`src/rtl/controlador_estados.sv`:
```
// Pet behaviour FSM: INTRO -> IDLE -> activities (sleep/eat/teach) -> MORTO, with a
// free-running tick prescaler. Define AUTO_SLEEP_EN to let IDLE fall asleep on low sono.
module controlador_estados #(
    parameter int unsigned TICK_BITS   = 26,
    parameter logic [7:0]  ACT_TICKS   = 8'd20,
    parameter logic [7:0]  DEATH_TICKS = 8'd5,
    parameter logic [7:0]  LOW_THRESH  = 8'd20,
    parameter logic [7:0]  MAX_ATTR    = 8'd100
) (
    input  logic       clk,
    input  logic       rst,
    input  logic       btn_start,
    input  logic       btn_dormir,
    input  logic       btn_comer,
    input  logic       btn_aula,
    input  logic [7:0] fome,
    input  logic [7:0] felicidade,
    input  logic [7:0] sono,
    output logic [4:0] estado,
    output logic       alerta,
    output logic       tick
);

    typedef enum logic [4:0] {
        INTRO      = 5'b00000,
        IDLE       = 5'b00001,
        DORMINDO   = 5'b00010,
        COMENDO    = 5'b00100,
        DANDO_AULA = 5'b01000,
        MORTO      = 5'b10000
    } estado_t;

    localparam logic [TICK_BITS-1:0] PRESC_ONE = {{(TICK_BITS-1){1'b0}}, 1'b1};

    logic [TICK_BITS-1:0] presc_q;
    logic [3:0]           btn_q;
    estado_t              estado_q, estado_d;
    logic [7:0]           act_cnt_q, act_cnt_d;
    logic [7:0]           zero_cnt_q, zero_cnt_d;
    logic                 alerta_q;

    logic [3:0] btn_now;
    logic [3:0] btn_edge;
    logic       any_zero;
    logic       any_low;
    logic [7:0] zero_inc;
    logic       death;
    logic       act_done;
    logic       counting;

    // Button bit order: 0 start, 1 dormir, 2 comer, 3 aula.
    assign btn_now  = {btn_aula, btn_comer, btn_dormir, btn_start};
    assign btn_edge = btn_now & ~btn_q;

    assign tick     = (presc_q == '0);
    assign any_zero = (fome == 8'd0) || (felicidade == 8'd0) || (sono == 8'd0);
    assign any_low  = (fome < LOW_THRESH) || (felicidade < LOW_THRESH) || (sono < LOW_THRESH);
    assign zero_inc = (zero_cnt_q == 8'hFF) ? zero_cnt_q : zero_cnt_q + 8'd1;
    assign counting = (estado_q == IDLE) || (estado_q == DORMINDO) ||
                      (estado_q == COMENDO) || (estado_q == DANDO_AULA);
    assign death    = counting && tick && any_zero && (zero_inc >= DEATH_TICKS);
    assign act_done = tick && (act_cnt_q >= ACT_TICKS - 8'd1);

    always_comb begin
        // NOTE: every output of this block gets a default first, so no path can infer a latch.
        estado_d   = estado_q;
        act_cnt_d  = act_cnt_q;
        zero_cnt_d = zero_cnt_q;

        if (counting && tick) begin
            zero_cnt_d = any_zero ? zero_inc : 8'd0;
        end

        case (estado_q)
            INTRO: begin
                if (btn_edge[0]) estado_d = IDLE;
            end
            IDLE: begin
                if (death) begin
                    estado_d = MORTO;
                end else if (btn_edge[1]) begin
                    estado_d  = DORMINDO;
                    act_cnt_d = 8'd0;
                end else if (btn_edge[2]) begin
                    estado_d  = COMENDO;
                    act_cnt_d = 8'd0;
                end else if (btn_edge[3]) begin
                    estado_d  = DANDO_AULA;
                    act_cnt_d = 8'd0;
`ifdef AUTO_SLEEP_EN
                end else if (tick && (sono < LOW_THRESH)) begin
                    estado_d  = DORMINDO;
                    act_cnt_d = 8'd0;
`endif
                end
            end
            DORMINDO: begin
                if (death) estado_d = MORTO;
                else if (btn_edge[1] || (sono >= MAX_ATTR) || act_done) estado_d = IDLE;
                else if (tick) act_cnt_d = act_cnt_q + 8'd1;
            end
            COMENDO: begin
                if (death) estado_d = MORTO;
                else if (btn_edge[2] || (fome >= MAX_ATTR) || act_done) estado_d = IDLE;
                else if (tick) act_cnt_d = act_cnt_q + 8'd1;
            end
            DANDO_AULA: begin
                if (death) estado_d = MORTO;
                else if (btn_edge[3] || (felicidade >= MAX_ATTR) || act_done) estado_d = IDLE;
                else if (tick) act_cnt_d = act_cnt_q + 8'd1;
            end
            MORTO: begin
                if (btn_edge[0]) begin
                    estado_d   = INTRO;
                    act_cnt_d  = 8'd0;
                    zero_cnt_d = 8'd0;
                end
            end
            // Corrupted encodings recover through IDLE.
            default: estado_d = IDLE;
        endcase
    end

    // NOTE: non-blocking assignments only, so every register samples pre-edge values.
    always_ff @(posedge clk or posedge rst) begin
        if (rst) begin
            presc_q    <= '0;
            btn_q      <= 4'b0000;
            estado_q   <= INTRO;
            act_cnt_q  <= 8'd0;
            zero_cnt_q <= 8'd0;
            alerta_q   <= 1'b0;
        end else begin
            presc_q    <= presc_q + PRESC_ONE;
            btn_q      <= btn_now;
            estado_q   <= estado_d;
            act_cnt_q  <= act_cnt_d;
            zero_cnt_q <= zero_cnt_d;
            alerta_q   <= any_low && (estado_d != INTRO) && (estado_d != MORTO);
        end
    end

    assign estado = estado_q;
    assign alerta = alerta_q;

endmodule

```
`config.mk`:
```
export PLATFORM = sky130hd
export DESIGN_NAME = controlador_estados
export DESIGN_NICKNAME = d
export VERILOG_FILES = /design/src/rtl/controlador_estados.sv
export SDC_FILE = /design/constraint.sdc
export NUM_CORES = 1
export LEC_CHECK = 0
export CAP_MARGIN = 20
export CORE_MARGIN = 2
export CORE_UTILIZATION = 38
export CTS_BUF_LIST = sky130_fd_sc_hd__clkbuf_4 sky130_fd_sc_hd__clkbuf_8
export DETAILED_ROUTE_END_ITERATION = 8
export MAX_ROUTING_LAYER = met4
export REMOVE_ABC_BUFFERS = 1
export SYNTH_ARGS = -nofsm -noshare
export SYNTH_HDL_FRONTEND = slang
export SYNTH_SLANG_ARGS = --single-unit
```
`constraint.sdc`:
```
create_clock -name clk -period 4 [get_ports clk]
set_input_delay 0.8 -clock clk [delete_from_list [all_inputs] [get_ports clk]]
set_output_delay 0.8 -clock clk [all_outputs]
set_load 0.01 [all_outputs]
```
==> flow_metrics.env <==
export IMPL_tightestPinTransition_ns=0.841
export IMPL_cp_num_buf_inv=3
export IMPL_crit_fanout=5
export IMPL_ctsRootBufferMaster="clkbuf_8"
export IMPL_ys_seq_area_share_pct=42.0
export IMPL_hold_violations=0
export IMPL_dpl_cell_area_sq_um=3550
export IMPL_area_growth_pct=17.9
export IMPL_drtAntennaViolNets=0
export IMPL_rows=32
export IMPL_critPathSlowestCell="clkdlybuf4s50_1"
export IMPL_ir_drop_mv=0.164
export IMPL_final_util_pct=46.8
export IMPL_grtUsageTotal_pct=17.4
export IMPL_layout_cells_non_filler=460
export IMPL_setup_viol=0
export IMPL_drt_initial_drc_count=126
export IMPL_hold_depth=1
export IMPL_ys_ff_latch=52
export IMPL_synth_avg_cell_area_sq_um=9.63
export IMPL_yosysWarnings=0
export IMPL_cts_setup_buffers=0
export IMPL_ys_async_sr_fraction_pct=100
export IMPL_pwr_density_cell_nw_per_um2=375
export IMPL_final_area_sq_um=3660
export IMPL_pin_count=37
export IMPL_grt_max_degree=41
export IMPL_place_congestion=0.829
export IMPL_path_clk_slew_ns=0.09
export IMPL_crit_chain="inv_1 -> ha_1 -> nor4b_1 -> and4_1 -> nand2_1 -> inv_1 -> clkdlybuf4s50_1"
export IMPL_start_kind="flop"
export IMPL_die_h_um=94.3
export IMPL_die_x_um=94.3
export IMPL_maxSlewHeadroom_pct=43.8
export IMPL_syn_inst=322
export IMPL_cp_depth=7
export IMPL_ys_flop_type="dfrtp_1"
export IMPL_cts_max_path_buffers=2
export IMPL_io_buffer_count=36
export IMPL_ff2ff_path_depth=9
export IMPL_finalClockSkew_ns=0.0131
export IMPL_maxCapViolCount=0
export IMPL_dr_total_vias=2573
export IMPL_place_hpwl_um=5130
export IMPL_drc=0
export IMPL_cp_end_kind="output port"
export IMPL_hold_buffers=0
export IMPL_timing_final_ws_setup_ns=0.703
export IMPL_cp_data_required_time_ns=3.20
export IMPL_place_inst=452
export IMPL_routedWlPerCell_um=15.2
export IMPL_slew_viol_final=0
export IMPL_cts_tree="done"
export IMPL_clk_latency_ns=0.31
export IMPL_max_stage_delay_ns=0.54
export IMPL_htree_levels=2
export IMPL_ys_types=68
export IMPL_dr_pass1_iters=5
export IMPL_cts_made_buffers=5
export IMPL_fmax_ghz=0.303
export IMPL_grt_pass1_vias=2519
export IMPL_p_leak_uw=0.00149
export IMPL_clock_sinks=52
export IMPL_cpMostUsedCell="inv_1"
export IMPL_antennaDiodeCount=0
export IMPL_rsz0062_at_grt="false"
export IMPL_criticalPathCategory="flop to output port"
export IMPL_post_synth_instance_area_sq_um=3100
export IMPL_ctsResizeCount=0
export IMPL_post_route_period_util_pct=82.4
export IMPL_cp_data_arrival_time_ns=2.50
export IMPL_grt_overflow_total=0
export IMPL_initial_core_util_pct=39.7
export IMPL_drive_gt1_share_pct=7.82
export IMPL_coreArea_sq_um=7810
export IMPL_totalWireLength_um=7000
export IMPL_min_period_ns=3.30
export IMPL_nets=391
export IMPL_via_per_inst=5.59
export IMPL_status="complete, no violations"
export IMPL_grt_pass1_wl_um=12100
export IMPL_antenna_found_initial=0
export IMPL_hold_path_class="flop to flop"
export IMPL_synth_edf_count=0
export IMPL_place_worst_setup_slack_ns=0.930
export IMPL_die_area_sq_um=8900
export IMPL_crit_family="simple AND/OR/NAND/NOR gates"
export IMPL_tns_ns=0
## stage by stage
step | total power (uW) | hold slack, ns
floorplan | 875 | 0.433
global placement | 1010 | 0.449
detailed placement | 1020 | 0.461
CTS | 1390 | 0.474
global route | 1450 | 0.496
finish | 1370 | 0.464
## final timing paths
kind                                      start                    to  slack (ns)
max                        presc_q[0]$_DFF_PP0_                  tick        0.70
min                        presc_q[0]$_DFF_PP0_  presc_q[0]$_DFF_PP0_        0.46
max reg2reg                presc_q[0]$_DFF_PP0_      alerta$_DFF_PP0_        1.47
min reg2reg                presc_q[0]$_DFF_PP0_  presc_q[0]$_DFF_PP0_        0.46
max in group asynchronous                   rst  presc_q[6]$_DFF_PP0_        2.34
min in group asynchronous                   rst    btn_q[2]$_DFF_PP0_        0.97
## logic make-up after synthesis
group | count (synthesis) | share of synthesized area [%]
DFF | 52 | 42.0
xor gates and xnor gates | 26 | 7.58
AOI/OAI and AO/OA | 71 | 18.7
adders and majority gates | 5 | 1.94
muxes | 2 | 0.686
and+or+nand+nor | 144 | 25.8
buffers and inverters | 22 | 3.35
## placed cells by master (no fill, tap or decap), types with 4 or more instances in the layout
master           instances
nand2b_1                 4
ha_1                     4
nand2_1                 17
xor2_1                   9
clkdlybuf4s50_1         36
and4_1                   4
and3_1                  11
nor4_1                   7
nor2_1                  23
a31oi_1                  7
xnor2_1                 16
nor2b_1                  4
nand4_1                 11
inv_1                   11
dfrtp_1                 52
clkbuf_8                 5
a21oi_1                 15
nor4b_1                  4
o21ai_0                 11
nand3_1                 25
nor3_1                  16
## area by class of cell
type                       count  area (sq um)
clock buffer                   6          76.3
clock inverter                 2          35.0
fill                         774          4150
inverter                      12          45.0
multi-input combinational    248          1700
sequential                    52          1300
tap                          102           128
timing repair buffer          38           375
## metal layers
| layer | routed length, um | vias up | global-route usage [%] |
|---|---|---|---|
| met1 | 3430 | 1232 | 23.3 |
| li1 | - | 1280 | - |
| met3 | 345 | 8 | 3.35 |
| met2 | 3140 | 53 | 27.3 |
| met4 | 84 | 0 | 4.59 |
| met5 | 0 | - | - |
## Yosys cell counts, types with 2 or more instances
cell type,instances,share of area (%)
dfrtp_1,52,42
a31oi_1,7,1.4
ha_1,4,1.6
nor2_1,23,2.8
nand3_1,25,4.0
o311ai_2,2,1.0
nand2_1,17,2.1
nor4b_1,4,1.1
a41oi_1,2,0.56
or3_1,2,0.40
or4_1,2,0.48
inv_1,12,1.5
and4_1,4,1.1
xnor2_1,16,4.5
buf_2,5,0.81
o211ai_1,3,0.73
o311a_1,3,0.97
buf_4,2,0.48
o211a_1,2,0.65
nor3_1,16,2.6
a211oi_1,3,0.73
nor2b_1,4,0.81
or4b_1,2,0.65
nand2b_1,4,0.81
clkbuf_1,2,0.24
xor2_1,9,2.5
a21oi_1,15,2.4
and2_1,3,0.61
o21ai_0,11,1.8
nand4_1,11,2.2
nor4_1,7,1.4
o31ai_1,2,0.48
and3_1,11,2.2
## state kept, by name, summed over array words and instances, names as in the netlist
register and flops:
presc_q 26, act_cnt_q 8, zero_cnt_q 8, estado 5, btn_q 4, alerta 1
## power breakdown
part | switching [uW] | internal, uW
Combinational | 230 | 178
Clock | 172 | 193
Sequential | 57.4 | 544
Total | 459 | 914
No activity file was read; power rests on OpenSTA's default activity.
